--- config.mk ---
export PLATFORM = sky130hd
export DESIGN_NAME = bf_decode_sched_flat
export DESIGN_NICKNAME = d
export VERILOG_FILES = /design/src/rtl/bf_decode_sched_if.sv /design/src/rtl/bf_decode_sched.sv /design/src/flat_wrapper.sv
export SDC_FILE = /design/constraint.sdc
export NUM_CORES = 1
export LEC_CHECK = 0
export ABC_CLOCK_PERIOD_IN_PS = 4800
export CAP_MARGIN = 5
export CORE_AREA = 2 2 446 448
export DETAILED_ROUTE_END_ITERATION = 10
export DIE_AREA = 0 0 448 450
export SLEW_MARGIN = 20
export SYNTH_ARGS = -nofsm -noshare
export SYNTH_HDL_FRONTEND = slang
export SYNTH_SLANG_ARGS = --single-unit
--- constraint.sdc ---
create_clock -name clk -period 4.8 [get_ports clk]
set_input_delay 0.48 -clock clk [delete_from_list [all_inputs] [get_ports clk]]
set_output_delay 0.48 -clock clk [all_outputs]
set_load 0.05 [all_outputs]
--- src/rtl/bf_decode_sched_if.sv ---
`default_nettype none
// +-------------------------------------------------------------------------+
// | bf_decode_sched_if : requester, response and decoder bundle for the     |
// |                      bit-flipping decoder scheduler.   Rev 1.0          |
// +-------------------------------------------------------------------------+
interface bf_decode_sched_if #(
  parameter int R     = 127,
  parameter int W     = 5,
  parameter int POS_W = 8,
  parameter int NREQ  = 2,
  parameter int ID_W  = (NREQ > 1) ? $clog2(NREQ) : 1
);
  logic [NREQ-1:0]         req_valid;
  logic [NREQ-1:0]         req_ready;
  logic [NREQ*R-1:0]       req_s;
  logic [NREQ*W*POS_W-1:0] req_h0;
  logic [NREQ*W*POS_W-1:0] req_h1;

  logic                    rsp_valid;
  logic                    rsp_ready;
  logic [ID_W-1:0]         rsp_id;
  logic [R-1:0]            rsp_e0;
  logic [R-1:0]            rsp_e1;
  logic                    rsp_success;
  logic                    rsp_timeout;

  logic                    dec_start;
  logic                    dec_abort;
  logic [R-1:0]            dec_s;
  logic [W*POS_W-1:0]      dec_h0;
  logic [W*POS_W-1:0]      dec_h1;
  logic                    dec_done;
  logic                    dec_success;
  logic [R-1:0]            dec_e0;
  logic [R-1:0]            dec_e1;

  logic                    busy;

  // Scheduler side.
  modport slave (
    input  req_valid, req_s, req_h0, req_h1, rsp_ready,
           dec_done, dec_success, dec_e0, dec_e1,
    output req_ready, rsp_valid, rsp_id, rsp_e0, rsp_e1, rsp_success, rsp_timeout,
           dec_start, dec_abort, dec_s, dec_h0, dec_h1, busy
  );

  // Requesters, response consumer and decoder side.
  modport master (
    output req_valid, req_s, req_h0, req_h1, rsp_ready,
           dec_done, dec_success, dec_e0, dec_e1,
    input  req_ready, rsp_valid, rsp_id, rsp_e0, rsp_e1, rsp_success, rsp_timeout,
           dec_start, dec_abort, dec_s, dec_h0, dec_h1, busy
  );
endinterface
`default_nettype wire

--- src/rtl/bf_decode_sched.sv ---
`default_nettype none
// +-------------------------------------------------------------------------+
// | bf_decode_sched : round-robin sharing of one bit-flipping decoder       |
// |                   between NREQ requesters, with hang watchdog. Rev 1.0  |
// +-------------------------------------------------------------------------+
module bf_decode_sched #(
  parameter int R       = 127,
  parameter int W       = 5,
  parameter int POS_W   = 8,
  parameter int NREQ    = 2,
  parameter int TIMEOUT = 20000,
  parameter int TO_W    = 16
) (
  input  logic               clk,
  input  logic               rst_n,
  bf_decode_sched_if.slave   bus
);
  localparam int              ID_W      = (NREQ > 1) ? $clog2(NREQ) : 1;
  localparam logic [TO_W-1:0] C_WD_LAST = TO_W'(TIMEOUT - 1);
  localparam logic [ID_W-1:0] C_RR_INIT = ID_W'(NREQ - 1);
  localparam logic [NREQ-1:0] C_ONE     = NREQ'(1);

  typedef enum logic [2:0] {
    S_IDLE    = 3'd0,
    S_ISSUE   = 3'd1,
    S_WAIT    = 3'd2,
    S_ABORT   = 3'd3,
    S_RELEASE = 3'd4,
    S_RESP    = 3'd5
  } state_t;

  state_t             state_q;
  logic [ID_W-1:0]    rr_q;
  logic [ID_W-1:0]    id_q;
  logic [TO_W-1:0]    wd_q;
  logic               abort_cnt_q;
  logic               dec_start_q;
  logic               dec_abort_q;
  logic [R-1:0]       dec_s_q;
  logic [W*POS_W-1:0] dec_h0_q;
  logic [W*POS_W-1:0] dec_h1_q;
  logic               rsp_valid_q;
  logic [R-1:0]       rsp_e0_q;
  logic [R-1:0]       rsp_e1_q;
  logic               rsp_success_q;
  logic               rsp_timeout_q;

  logic               grant_vld;
  logic [ID_W-1:0]    grant_idx;
  logic               grant_go;
  int                 cand;

  // Search starts one past the last served index so every other valid requester goes first.
  always_comb begin
    grant_vld = 1'b0;
    grant_idx = '0;
    cand      = 0;
    for (int i = 1; i <= NREQ; i++) begin
      cand = (int'(rr_q) + i) % NREQ;
      if (!grant_vld && bus.req_valid[cand[ID_W-1:0]]) begin
        grant_vld = 1'b1;
        grant_idx = cand[ID_W-1:0];
      end
    end
  end

  assign grant_go      = (state_q == S_IDLE) && grant_vld && !bus.dec_done;
  assign bus.req_ready = grant_go ? (C_ONE << grant_idx) : '0;

  always_ff @(posedge clk or negedge rst_n) begin
    if (!rst_n) begin
      state_q       <= S_IDLE;
      rr_q          <= C_RR_INIT;
      id_q          <= '0;
      wd_q          <= '0;
      abort_cnt_q   <= 1'b0;
      dec_start_q   <= 1'b0;
      dec_abort_q   <= 1'b0;
      dec_s_q       <= '0;
      dec_h0_q      <= '0;
      dec_h1_q      <= '0;
      rsp_valid_q   <= 1'b0;
      rsp_e0_q      <= '0;
      rsp_e1_q      <= '0;
      rsp_success_q <= 1'b0;
      rsp_timeout_q <= 1'b0;
    end else begin
      case (state_q)
        S_IDLE: begin
          if (grant_go) begin
            dec_s_q  <= bus.req_s[grant_idx*R +: R];
            dec_h0_q <= bus.req_h0[grant_idx*W*POS_W +: W*POS_W];
            dec_h1_q <= bus.req_h1[grant_idx*W*POS_W +: W*POS_W];
            id_q     <= grant_idx;
            rr_q     <= grant_idx;
            state_q  <= S_ISSUE;
          end
        end
        S_ISSUE: begin
          dec_start_q <= 1'b1;
          wd_q        <= '0;
          state_q     <= S_WAIT;
        end
        S_WAIT: begin
          if (wd_q != C_WD_LAST) begin
            wd_q <= wd_q + 1'b1;
          end
          // A late done still counts as a real result, even on the timeout cycle.
          if (bus.dec_done) begin
            rsp_e0_q      <= bus.dec_e0;
            rsp_e1_q      <= bus.dec_e1;
            rsp_success_q <= bus.dec_success;
            rsp_timeout_q <= 1'b0;
            dec_start_q   <= 1'b0;
            state_q       <= S_RELEASE;
          end else if (wd_q == C_WD_LAST) begin
            dec_start_q   <= 1'b0;
            dec_abort_q   <= 1'b1;
            rsp_e0_q      <= '0;
            rsp_e1_q      <= '0;
            rsp_success_q <= 1'b0;
            rsp_timeout_q <= 1'b1;
            abort_cnt_q   <= 1'b0;
            state_q       <= S_ABORT;
          end
        end
        S_ABORT: begin
          if (!abort_cnt_q) begin
            abort_cnt_q <= 1'b1;
          end else begin
            abort_cnt_q <= 1'b0;
            dec_abort_q <= 1'b0;
            rsp_valid_q <= 1'b1;
            state_q     <= S_RESP;
          end
        end
        S_RELEASE: begin
          if (!bus.dec_done) begin
            rsp_valid_q <= 1'b1;
            state_q     <= S_RESP;
          end
        end
        S_RESP: begin
          if (bus.rsp_ready) begin
            rsp_valid_q <= 1'b0;
            state_q     <= S_IDLE;
          end
        end
        default: state_q <= S_IDLE;
      endcase
    end
  end

  assign bus.dec_start   = dec_start_q;
  assign bus.dec_abort   = dec_abort_q;
  assign bus.dec_s       = dec_s_q;
  assign bus.dec_h0      = dec_h0_q;
  assign bus.dec_h1      = dec_h1_q;
  assign bus.rsp_valid   = rsp_valid_q;
  assign bus.rsp_id      = id_q;
  assign bus.rsp_e0      = rsp_e0_q;
  assign bus.rsp_e1      = rsp_e1_q;
  assign bus.rsp_success = rsp_success_q;
  assign bus.rsp_timeout = rsp_timeout_q;
  assign bus.busy        = (state_q != S_IDLE);
endmodule
`default_nettype wire
--- src/flat_wrapper.sv ---
// flat-port wrapper written by rule: the top's interface ports become plain ports
module bf_decode_sched_flat 
#(
  parameter int R       = 127,
  parameter int W       = 5,
  parameter int POS_W   = 8,
  parameter int NREQ    = 2,
  parameter int TIMEOUT = 20000,
  parameter int TO_W    = 16
)
  (clk, rst_n, bus_req_valid, bus_req_s, bus_req_h0, bus_req_h1, bus_rsp_ready, bus_dec_done, bus_dec_success, bus_dec_e0, bus_dec_e1, bus_req_ready, bus_rsp_valid, bus_rsp_id, bus_rsp_e0, bus_rsp_e1, bus_rsp_success, bus_rsp_timeout, bus_dec_start, bus_dec_abort, bus_dec_s, bus_dec_h0, bus_dec_h1, bus_busy);
  bf_decode_sched_if #(.R(R), .W(W), .POS_W(POS_W), .NREQ(NREQ)) bus_i ();
  input  logic clk;
  input  logic rst_n;
  input wire logic [$bits(bus_i.req_valid)-1:0] bus_req_valid;
  input wire logic [$bits(bus_i.req_s)-1:0] bus_req_s;
  input wire logic [$bits(bus_i.req_h0)-1:0] bus_req_h0;
  input wire logic [$bits(bus_i.req_h1)-1:0] bus_req_h1;
  input wire logic [$bits(bus_i.rsp_ready)-1:0] bus_rsp_ready;
  input wire logic [$bits(bus_i.dec_done)-1:0] bus_dec_done;
  input wire logic [$bits(bus_i.dec_success)-1:0] bus_dec_success;
  input wire logic [$bits(bus_i.dec_e0)-1:0] bus_dec_e0;
  input wire logic [$bits(bus_i.dec_e1)-1:0] bus_dec_e1;
  output wire logic [$bits(bus_i.req_ready)-1:0] bus_req_ready;
  output wire logic [$bits(bus_i.rsp_valid)-1:0] bus_rsp_valid;
  output wire logic [$bits(bus_i.rsp_id)-1:0] bus_rsp_id;
  output wire logic [$bits(bus_i.rsp_e0)-1:0] bus_rsp_e0;
  output wire logic [$bits(bus_i.rsp_e1)-1:0] bus_rsp_e1;
  output wire logic [$bits(bus_i.rsp_success)-1:0] bus_rsp_success;
  output wire logic [$bits(bus_i.rsp_timeout)-1:0] bus_rsp_timeout;
  output wire logic [$bits(bus_i.dec_start)-1:0] bus_dec_start;
  output wire logic [$bits(bus_i.dec_abort)-1:0] bus_dec_abort;
  output wire logic [$bits(bus_i.dec_s)-1:0] bus_dec_s;
  output wire logic [$bits(bus_i.dec_h0)-1:0] bus_dec_h0;
  output wire logic [$bits(bus_i.dec_h1)-1:0] bus_dec_h1;
  output wire logic [$bits(bus_i.busy)-1:0] bus_busy;
  assign bus_i.req_valid = bus_req_valid;
  assign bus_i.req_s = bus_req_s;
  assign bus_i.req_h0 = bus_req_h0;
  assign bus_i.req_h1 = bus_req_h1;
  assign bus_i.rsp_ready = bus_rsp_ready;
  assign bus_i.dec_done = bus_dec_done;
  assign bus_i.dec_success = bus_dec_success;
  assign bus_i.dec_e0 = bus_dec_e0;
  assign bus_i.dec_e1 = bus_dec_e1;
  assign bus_req_ready = bus_i.req_ready;
  assign bus_rsp_valid = bus_i.rsp_valid;
  assign bus_rsp_id = bus_i.rsp_id;
  assign bus_rsp_e0 = bus_i.rsp_e0;
  assign bus_rsp_e1 = bus_i.rsp_e1;
  assign bus_rsp_success = bus_i.rsp_success;
  assign bus_rsp_timeout = bus_i.rsp_timeout;
  assign bus_dec_start = bus_i.dec_start;
  assign bus_dec_abort = bus_i.dec_abort;
  assign bus_dec_s = bus_i.dec_s;
  assign bus_dec_h0 = bus_i.dec_h0;
  assign bus_dec_h1 = bus_i.dec_h1;
  assign bus_busy = bus_i.busy;
  bf_decode_sched #(.R(R), .W(W), .POS_W(POS_W), .NREQ(NREQ), .TIMEOUT(TIMEOUT), .TO_W(TO_W)) u_core (.clk(clk), .rst_n(rst_n), .bus(bus_i));
endmodule
* Word level (Yosys, flattened, before mapping) *
Cells that the tools add are included.

storage, ports and cells
  bits in registers = 488
  bits of input ports = 675
  output and inout bits = 470
  logic and storage cells = 97

cells by class
  add/subtract/negate cells = 3
  multiply operators = 2
  order comparisons = 2
  eq/ne operators = 15
  shift-type cells = 4
  multiplexer cells = 37
  reductions and logical operators = 19

operators with widths
  kind                     number
  $mux W127                3
  $shiftx A254 B9 Y127     1
  $shiftx A80 B8 Y40       2
  $pmux W16 S2             1
  $mux W1                  20
  $mux W3                  6
  $pmux W3 S6              1
  $add A16 B1 Y16 const B  1
  $eq A16 B15 Y1 const B   1
  $mux W16                 1
  $ne A16 B15 Y1 const B   1
  $mul A1 B7 Y8 const B    1
  $ne A2 B1 Y1 const B     4
  $reduce_and A2 Y1        4
  $reduce_and A4 Y1        2
  $eq A3 B2 Y1 const B     2
  $eq A3 B3 Y1 const B     2
  $ne A2 B2 Y1 const B     3
  $pmux W1 S2              3
  $reduce_bool A2 Y1       3
  $reduce_bool A3 Y1       2
  $reduce_and A5 Y1        1
  $lt A1 B2 Y1 const B     2
  $mul A1 B3 Y4 const B    1
  10 further kinds         14

* Depth between registers and ports, before layout *
Gate-level depths: netlist of the first run.

  depth in word-level cells = 11
  mapped depth = 7
  depth with buffers taken out = 5

* Worst setup path before layout of the first run *
Ideal clock, no wire load.

  path type = register -> output
  start point = register u_core.state_q[2]
  end point = output port bus_req_ready[1]
  arrival time = 2.303 ns
  data required time = 4.320 ns
  setup slack = 2.017 ns
  cell stages (with the launch flop) = 5
  path buffers = 1
  cell sequence = dfrtp_1 -> buf_6 -> or3_1 -> or3_1 -> nor2_1

on the way
  longest elaborated chain between the ends = 4

ends and longest elaborated chain
  what                              line                    source
  start: declaration                bf_decode_sched.sv:32   state_t state_q;
  start signal: assignment          bf_decode_sched.sv:72   state_q <= S_IDLE;
  start signal: assignment          bf_decode_sched.sv:96   state_q <= S_ISSUE;
  start signal: assignment          bf_decode_sched.sv:102  state_q <= S_WAIT;
  $logic_not A3 Y1                  bf_decode_sched.sv:67   assign grant_go = (state_q == S_IDLE) && grant_vld && !bus.dec_done;
  $logic_and A1 B1 Y1 (2 in a row)  bf_decode_sched.sv:67
  $mux W2                           bf_decode_sched.sv:68   assign bus.req_ready = grant_go ? (C_ONE << grant_idx) : '0;
  end: declaration                  flat_wrapper.sv:24      output wire logic [$bits(bus_i.req_ready)-1:0] bus_req_ready;

Every way passes these cells.

* Final worst setup path of the first run *
  start point = register u_core.state_q[0]
  end point = output port bus_req_ready[1]

The elaborated chain is that of the path after synthesis.

==> results of run 1 <==
[final cells by class]
class                   count  share of cell area (%)
diodes                     25                  0.1712
repair buffers           1181                   32.63
multi-input cells        1197                   18.02
clock buffers              94                   5.314
well taps                2640                   9.039
clock inverters            34                   1.322
flip-flops and latches    488                   33.42
inverters                   8                 0.08218
[power breakdown]
part / internal [mW] / switching (mW) / leakage (nW)
Clock: 3.22 / 2.32 / 1.17
Combinational: 5.03 / 10.8 / 7.69
Sequential: 6.01 / 1.48 / 5.87
Total: 14.3 / 14.6 / 14.7
[flip-flops by register name, indices dropped and copies added (netlist names)]
name	flops
u_core.abort_cnt_q	1
u_core.bus.dec_abort	1
u_core.rr_q	1
u_core.bus.dec_h0	40
u_core.bus.dec_h1	40
u_core.state_q	3
u_core.bus.rsp_valid	1
u_core.bus.rsp_timeout	1
u_core.bus.rsp_e0	127
u_core.bus.dec_start	1
u_core.wd_q	16
u_core.bus.rsp_success	1
u_core.bus.rsp_id	1
u_core.bus.dec_s	127
u_core.bus.rsp_e1	127
[critical path: cells and delay by family (launching register included)]
family	cells	cell delay [ns]
AND/OR/NAND/NOR	3	1.30
buffers and inverters	1	0.85
flip-flops	1	0.56
[cells by family (layout without fill, tap and decap cells)]
| logic type | Yosys count | count (layout) | share of synthesized area (%) |
|---|---|---|---|
| xor+xnor | 5 | 5 | 0.2254 |
| buf+inv | 162 | 1317 | 3.457 |
| simple gates | 694 | 694 | 13.99 |
| mux | 6 | 6 | 0.3090 |
| compound gates | 491 | 491 | 19.11 |
| other cells | 0 | 25 | 0 |
| flops | 488 | 488 | 62.84 |
| fa+ha+maj | 1 | 1 | 0.06437 |
[final timing paths]
path	start	end	slack, ns	cells past startpoint
max in group asynchronous	rst_n	u_core.bus.dec_h1[25]$_DFFE_PN0P_	3.02	3
setup reg to reg	u_core.state_q[0]$_DFFE_PN0P_	u_core.bus.dec_s[119]$_DFFE_PN0P_	2.11	6
hold reg to reg	u_core.bus.rsp_e0[113]$_DFFE_PN0P_	u_core.bus.rsp_e0[113]$_DFFE_PN0P_	0.49	1
setup / recovery	u_core.state_q[0]$_DFFE_PN0P_	bus_req_ready[1]	0.92	4
hold / removal	bus_req_s[171]	u_core.bus.dec_s[44]$_DFFE_PN0P_	0.34	3
min in group asynchronous	rst_n	u_core.bus.rsp_e1[117]$_DFFE_PN0P_	0.53	2
[repair_timing]
action	in CTS	in global routing
setup buffers	0	0
gates resized for setup	0	0
hold endpoints to repair	80	0
hold buffers	1	0
[stage by stage]
| stage | area [sq um] | power (mW) |
|---|---|---|
| final | 36540 | 28.91 |
| after global routing | 36520 | 30.08 |
| after CTS | 36480 | 29.43 |
| after detailed placement | 34050 | 23.65 |
| after global placement | 33990 | 23.57 |
| after floorplan | 19430 | 16.24 |
[cell usage after synthesis (all sizes together), types with 2 or more instances]
| cell type | count |
|---|---|
| xor2 | 2 |
| mux2i | 6 |
| a21oi | 8 |
| clkbuf | 106 |
| nand3 | 6 |
| nor2 | 225 |
| and2 | 2 |
| nand2b | 4 |
| o21ai | 6 |
| inv | 8 |
| nor3 | 4 |
| or4 | 3 |
| a21o | 2 |
| a31oi | 209 |
| nand2 | 431 |
| o22ai | 2 |
| dfrtp | 487 |
| buf | 48 |
| nand4 | 3 |
| xnor2 | 3 |
| or3 | 5 |
| nor3b | 3 |
| a22o | 255 |
| o311ai | 2 |
| nor4 | 4 |
[routing by layer]
metal	global-route usage, %	up-vias	share of wire, %
met4	5.098	32	3.2
li1	-	8775	-
met2	27.13	1010	52
met5	0	-	0.13
met3	3.894	269	7.5
met1	16.86	9972	37
==> impl_metrics.csv, run 1 <==
group,metric,value,unit
layout,fin_util,18.59,%
route,drt-total-wl,156.8,mm
flow_run,maxCapViolCount,0,
synthesis,ys_types,44,
layout,multi_input_area,6585,sq um
die,start_util,9.885,%
placed_design,routabilityCongestion,0.9929,
timing,finalCritPeriodShare,80.88,%
global_route,overflow,0,
timing,setup_tns,0,ns
placed_design,place_ws,1.443,ns
synthesis,ys_warn_count,0,
synthesis,ys_seq_elements,488,
layout,seqCellArea,12210,sq um
route,drtIter0Drc,1659,
layout,final_common_cell,"clkdlybuf4s50_1",
setup_path,path_cells,"or3_1, or3_1, nor2_1, clkdlybuf4s50_1",
pwr,vdd_drop_max,0.0003757,V
layout,syn_to_final_growth,88.03,%
pwr,power.leakage,14.73,nW
setup_path,arrival,3.40,ns
timing,fmax,0.2576,GHz
timing,finalHoldViolations,0,
placed_design,port_buffers,1144,
timing,period_minus_slack,3.882,ns
global_route,antenna_found_initial,98,
global_route,grt_pass1_wl,199.1,mm
route,avgRoutedWirePerCell,27.67,microns
synthesis,syn_inst,1847,
timing,rsz0062_at_grt,"false",
layout,final_cells,5667,
global_route,grt_pass1_vias,19570,
timing,layout_setup_ws,0.9178,ns
layout,fin_nets,3622,
timing,tightest_slew,1.042,ns
clock_tree,numCtsBuffers,70,
timing,finalSetupViolations,0,
setup_path,start_kind,"flip-flop",
synthesis,synth_edf_count,0,
timing,whs,0.3374,ns
clock_tree,clock_path_buffers,3,
synthesis,syn_avg_cell_area,10.52,sq um
synthesis,syn_area,19430,sq um
route,routed-via-count,20060,
route,final_antenna_net_count,0,
setup_path,crit_path_max_fanout,17,
outcome,outcome,"completed",
layout,mostFrequentLayoutCells,"1142 x clkdlybuf4s50_1, 487 x dfrtp_1, 430 x nand2_1, 255 x a22o_1, 224 x nor2_1",
die,io_pins,1145,
clock_tree,cts_root_buf,"clkbuf_16",
synthesis,syn_nets,2523,
route,drtPass1Iterations,5,
clock_tree,clk_pin_slew_worst_paths,0.07,ns
synthesis,synth_top_cell_area_share,62.71,%
min_path,hold_class,"in -> reg",
die,num_rows,163,
clock_tree,clk_latency,0.70,ns
clock_tree,cts_sinks,488,
setup_path,worst_setup_path_end_kind,"primary output",
die,die_w,448,microns
layout,fill_cells,21840,
die,fp.dieH,450,microns
setup_path,cp_slowest_cell,"clkdlybuf4s50_1",
setup_path,cp.required,4.32,ns
layout,drive_above_1_share,5.396,%
pwr,powerDensity,791.2,nW/um^2
clock_tree,cts_tree,"done",
clock_tree,h-tree-depth,3,
die,coreArea,196600,sq um
route,remaining_drc_errors,0,
route,vias_per_cell,3.539,
setup_path,critical_path_class,"reg -> out",
setup_path,critPathMostFrequentCell,"or3_1",
synthesis,ys_seq_area_share,62.84,%
global_route,grt_max_degree,132,
timing,slew_viol_final,0,
die,dieArea,201600,sq um
timing,max_slew_margin,30.32,%
synthesis,synthFlopType,"dfrtp_1",
placed_design,dp_hpwl,130.3,mm
synthesis,synth.area.top_cells,"dfrtp_1 63%, a22o_1 11%, nand2_1 8.3%",
global_route,grt_usage,15.00,%
synthesis,synthArstFlopShare,100.0,%
placed_design,dp_cells,5513,
timing,finClkSkew,0.04303,ns
synthesis,yosys.area.top_type,"dfrtp_1",
setup_path,slowest_delay,0.85,ns
No activity file was read; power rests on OpenSTA's default activity.
==> inputs of run 2 (changes only) <==
- ABC_CLOCK_PERIOD_IN_PS: 4800 -> 3800
- CORE_AREA: 2 2 446 448 -> 2 2 450 452
- DIE_AREA: 0 0 448 450 -> 0 0 452 454
- clock period: 4.8 -> 3.8 ns (I/O delays scaled with it)
==> impl_metrics.csv, run 2 (synthesis results as in run 1) <==
group,metric,value,unit
timing,finalCritPeriodShare,80.60,%
setup_path,path_cells,"or3_1, or3_1, nor2_1, buf_12",
global_route,grt_max_degree,137,
die,num_rows,165,
global_route,grt_pass1_vias,19490,
timing,period_minus_slack,3.063,ns
global_route,grt_pass1_wl,186.0,mm
placed_design,dp_cells,5558,
timing,layout_setup_ws,0.7371,ns
clock_tree,postCtsSetupBuffers,0,
pwr,vdd_drop_max,0.0004006,V
route,drtIter0Drc,1769,
min_path,worstHoldStart,"bus_req_h0[71]",
route,final_antenna_net_count,0,
die,die_w,452,microns
placed_design,dp_hpwl,119.9,mm
die,fp.dieH,454,microns
outcome,outcome,"completed",
flow_run,maxCapViolCount,0,
setup_path,crit_path_max_fanout,17,
clock_tree,cts_sinks,488,
timing,finalSetupViolations,0,
layout,mostFrequentLayoutCells,"1139 x clkdlybuf4s50_1, 487 x dfrtp_1, 430 x nand2_1, 255 x a22o_1, 224 x nor2_1",
setup_path,critical_path_class,"reg -> out",
route,remaining_drc_errors,0,
timing,finClkSkew,0.04512,ns
route,routed-via-count,20110,
route,avgRoutedWirePerCell,25.33,microns
setup_path,arrival,2.68,ns
timing,finalHoldViolations,0,
route,route.met3.wl,13.16,mm
layout,fin_nets,3633,
setup_path,critPathMostFrequentCell,"or3_1",
setup_path,cpLargestDelayFamily,"simple AND/OR/NAND/NOR gates",
placed_design,port_buffers,1144,
layout,multi_input_area,6585,sq um
pwr,power.leakage,14.81,nW
layout,syn_to_final_growth,88.98,%
layout,drive_above_1_share,5.914,%
min_path,hold_class,"in -> reg",
clock_tree,clock_path_buffers,3,
setup_path,start_kind,"flip-flop",
route,wl_met2,69.18,mm
route,drtPass1Iterations,5,
timing,tightest_slew,1.024,ns
setup_path,r2r-start,"u_core.state_q[0]$_DFFE_PN0P_",
pwr,powerDensity,984.8,nW/um^2
timing,fmax,0.3265,GHz
timing,max_slew_margin,31.53,%
die,start_util,9.675,%
route,vias_per_cell,3.528,
global_route,grt_usage,13.52,%
route,wirelength_met1,53.41,mm
layout,final_cells,5701,
clock_tree,cts_tree,"done",
global_route,overflow,0,
clock_tree,numCtsBuffers,68,
setup_path,cp_slowest_cell,"dfrtp_1",
die,coreArea,200900,sq um
die,io_pins,1145,
timing,slew_viol_final,0,
layout,final_common_cell,"clkdlybuf4s50_1",
setup_path,slowest_delay,0.54,ns
clock_tree,clk_latency,0.70,ns
setup_path,crit_buf_inv,1,
die,dieArea,205200,sq um
layout,seqCellArea,12210,sq um
route,routed.top_layer,"met5",
global_route,antenna_found_initial,93,
placed_design,place_ws,1.057,ns
route,drt-total-wl,144.4,mm
setup_path,worst_setup_path_end_kind,"primary output",
placed_design,routabilityCongestion,0.9420,
layout,fill_cells,22070,
clock_tree,clk_pin_slew_worst_paths,0.07,ns
setup_path,critPathLaunch,"u_core.state_q[0]$_DFFE_PN0P_",
clock_tree,cts_root_buf,"clkbuf_16",
timing,rsz0062_at_grt,"false",
clock_tree,h-tree-depth,3,
setup_path,cp.required,3.42,ns
timing,setup_tns,0,ns
run 2: cell count changes in the layout (fill, tap and decap cells not counted), moves of 4 or more:
cell,before,now
buf_4,23,35
clkinv_2,13,6
buf_12,12,18
clkbuf_8,10,16
diode_2,25,19
clkbuf_1,14,9
inv_6,1,5
run 2: final timing paths:
kind,to,slack [ns],cells past startpoint
min in group asynchronous,u_core.bus.rsp_e0[12]$_DFFE_PN0P_,0.31,2
worst min register to register,u_core.bus.rsp_id$_DFFE_PN0P_,0.49,1
worst min-delay path,u_core.bus.dec_h0[31]$_DFFE_PN0P_,0.24,3
worst max register to register,u_core.bus.rsp_e1[88]$_DFFE_PN0P_,1.16,4
max in group asynchronous,u_core.rr_q$_DFFE_PN1P_,2.36,4
worst max-delay path,bus_req_ready[1],0.74,4
run 2: per-stage QoR:
stage / util (%) / hold slack, ns / cell area, sq um / total power, mW
after floorplan: - / 0.08441 / 19430 / 20.52
after global placement: 17.03 / 0.4181 / 34210 / 29.26
after detailed placement: 17.03 / 0.4201 / 34210 / 29.40
after CTS: 18.26 / 0.1256 / 36680 / 36.73
after global routing: 18.28 / 0.1888 / 36710 / 37.72
final: 18.28 / 0.2421 / 36730 / 36.17
run 2: where the power goes:
| part | leakage (nW) | internal [mW] | switching [mW] | total, mW |
|---|---|---|---|---|
| Clock | 1.18 | 4.11 | 2.93 | 7.03 |
| Combinational | 7.76 | 6.37 | 13.3 | 19.7 |
| Sequential | 5.87 | 7.59 | 1.85 | 9.45 |
| Total | 14.8 | 18.1 | 18.1 | 36.2 |
run 2: repair_timing:
item                      4_1_cts  5_1_grt
hold endpoints to repair       65        0
hold buffers                    1        0
resized for setup               0        0
run 2: layout make-up:
type                       instances  area share (%)
tap                             2672           9.103
antenna                           19          0.1295
sequential                       488           33.25
inverter                           8         0.08176
clock inverter                    30           1.373
clock buffer                      93           5.325
timing repair buffer            1194           32.81
multi-input combinational       1197           17.93
run 2: routing by layer:
| layer | track usage, % | vias up |
|---|---|---|
| met2 | 22.32 | 1133 |
| met5 | 0.4897 | - |
| met1 | 15.43 | 9872 |
| met3 | 4.455 | 282 |
| li1 | - | 8793 |
| met4 | 7.154 | 32 |
run 2: tightest hold or removal path: cells and delay by family:
family / cells / cell delay, ns
compound gates: 1 / 0.07
buf+inv: 1 / 0.39
simple gates: 1 / 0.05
==> inputs of run 3 (changes only) <==
- ABC_CLOCK_PERIOD_IN_PS: 3800 -> 3000
- clock period: 3.8 -> 3 ns (I/O delays scaled with it)
==> impl_metrics.csv, run 3 (synthesis results as in run 1) <==
group,metric,value,unit
outcome,outcome,"completed",
clock_tree,cts_sinks,488,
setup_path,r2r-start,"u_core.wd_q[13]$_DFFE_PN0P_",
global_route,grt_pass1_vias,19170,
clock_tree,cts_tree,"done",
clock_tree,clk_pin_slew_worst_paths,0.07,ns
layout,fin_nets,3651,
clock_tree,cts_root_buf,"clkbuf_16",
route,vias_per_cell,3.518,
clock_tree,clock_path_buffers,3,
layout,multi_input_area,6598,sq um
route,drt-total-wl,141.7,mm
timing,setup_tns,0,ns
pwr,powerDensity,1211,nW/um^2
layout,drive_above_1_share,6.501,%
placed_design,routabilityCongestion,0.9157,
die,num_rows,165,
global_route,antenna_found_initial,102,
timing,finalSetupViolations,0,
clock_tree,clk_latency,0.71,ns
global_route,grt_pass1_wl,180.8,mm
timing,slew_viol_final,0,
route,drtPass1Iterations,5,
timing,finClkSkew,0.04865,ns
layout,final_common_cell,"clkdlybuf4s50_1",
setup_path,crit_buf_inv,1,
layout,fill_cells,22200,
timing,finalHoldViolations,0,
layout,seqCellArea,12210,sq um
die,die_w,452,microns
timing,finalCritPeriodShare,93.45,%
timing,fmax,0.3567,GHz
pwr,vdd_drop_max,0.0005775,V
route,remaining_drc_errors,0,
timing,tightest_slew,0.9023,ns
flow_run,maxCapViolCount,0,
setup_path,worst_setup_path_end_kind,"primary output",
placed_design,dp_hpwl,120.4,mm
route,routed-via-count,20070,
global_route,grt_usage,13.10,%
min_path,hold_class,"in -> reg",
timing,period_minus_slack,2.804,ns
layout,syn_to_final_growth,87.79,%
global_route,grt_max_degree,108,
die,fp.dieH,454,microns
route,final_antenna_net_count,0,
placed_design,port_buffers,1144,
setup_path,cp_slowest_cell,"dfrtp_2",
die,coreArea,200900,sq um
timing,whs,0.1498,ns
setup_path,arrival,2.50,ns
layout,mostFrequentLayoutCells,"1124 x clkdlybuf4s50_1, 486 x dfrtp_1, 430 x nand2_1, 255 x a22o_1, 223 x nor2_1",
layout,fin_util,18.17,%
setup_path,slowest_delay,0.51,ns
pwr,power.leakage,14.74,nW
timing,rsz0062_at_grt,"false",
setup_path,start_kind,"flip-flop",
setup_path,cp.required,2.70,ns
setup_path,critical_path_class,"reg -> out",
setup_path,path_cells,"or3_1, or3_4, nor2_1, buf_12",
min_path,worstHoldStart,"bus_req_h0[42]",
route,avgRoutedWirePerCell,24.83,microns
setup_path,critPathLaunch,"u_core.state_q[0]$_DFFE_PN0P_",
setup_path,cpLargestDelayFamily,"simple AND/OR/NAND/NOR gates",
global_route,overflow,0,
die,io_pins,1145,
clock_tree,h-tree-depth,2,
die,start_util,9.675,%
die,dieArea,205200,sq um
setup_path,crit_path_max_fanout,17,
clock_tree,numCtsBuffers,60,
route,drtIter0Drc,1837,
timing,max_slew_margin,39.66,%
## run 3: cell types whose count changed in the layout (fill, tap and decap cells not counted), sizes merged, moves of 3 or more
cell,change
inv,-4
clkinv,-3
clkbuf,-8
bufinv,-5
buf,+41
clkdlybuf4s50,-15
## run 3: layout make-up
| cell class | instances | share of cell area [%] |
|---|---|---|
| clock inverters | 17 | 0.5245 |
| well taps | 2672 | 9.160 |
| repair buffers | 1220 | 33.89 |
| flip-flops and latches | 488 | 33.47 |
| clock buffers | 85 | 4.673 |
| inverters | 8 | 0.08228 |
| multi-input cells | 1197 | 18.08 |
| diodes | 18 | 0.1234 |
## run 3: worst paths after layout
| kind | to | slack [ns] | cells after the start |
|---|---|---|---|
| min reg2reg | u_core.bus.rsp_id$_DFFE_PN0P_ | 0.49 | 1 |
| min | u_core.bus.dec_h0[2]$_DFFE_PN0P_ | 0.15 | 3 |
| max reg2reg | u_core.bus.rsp_e1[44]$_DFFE_PN0P_ | 0.46 | 6 |
| max in group asynchronous | u_core.bus.dec_h1[30]$_DFFE_PN0P_ | 1.78 | 3 |
| max | bus_req_ready[0] | 0.20 | 4 |
| min in group asynchronous | u_core.bus.rsp_e1[92]$_DFFE_PN0P_ | 0.21 | 2 |
## run 3: worst register-to-register path, stage by stage, from the launching register on
cell and delay [ns]:
dfrtp_1 0.40, or4b_1 0.57, nor4_2 0.40, o21ai_4 0.17, buf_12 0.22, buf_12 0.42
a22o_1 0.23
## run 3: timing repair
item                                    4_1_cts  5_1_grt
hold endpoints to repair                     59        0
setup buffers                                 0        0
hold buffers                                  1        0
endpoints found under the setup margin        2        1
gates resized for setup                       2        2
gates cloned                                  0        0
## run 3: stage by stage
stage | instance area [sq um] | setup slack, ns | std cells | total power [mW]
after floorplan | 19430 | 0.3970 | 1847 | 25.99
after global placement | 34530 | 0.5562 | 5584 | 37.09
after detailed placement | 34530 | 0.4539 | 5584 | 37.29
after CTS | 36440 | 0.03359 | 5687 | 44.74
after global routing | 36470 | 0.07285 | 5693 | 45.98
final | 36500 | 0.1965 | 5705 | 44.20
## run 3: power by group
group          switching, mW  internal [mW]
clock                   3.15           4.04
combinational           16.7           8.19
sequential              2.47           9.62
## run 3: layer usage
layer / global-route usage, % / wire [microns] / vias to the layer above
li1: - / - / 8813
met1: 14.82 / 52120 / 9845
met2: 22.76 / 70710 / 1094
met3: 4.430 / 13180 / 278
met4: 4.719 / 5346 / 42
met5: 0 / 286 / -
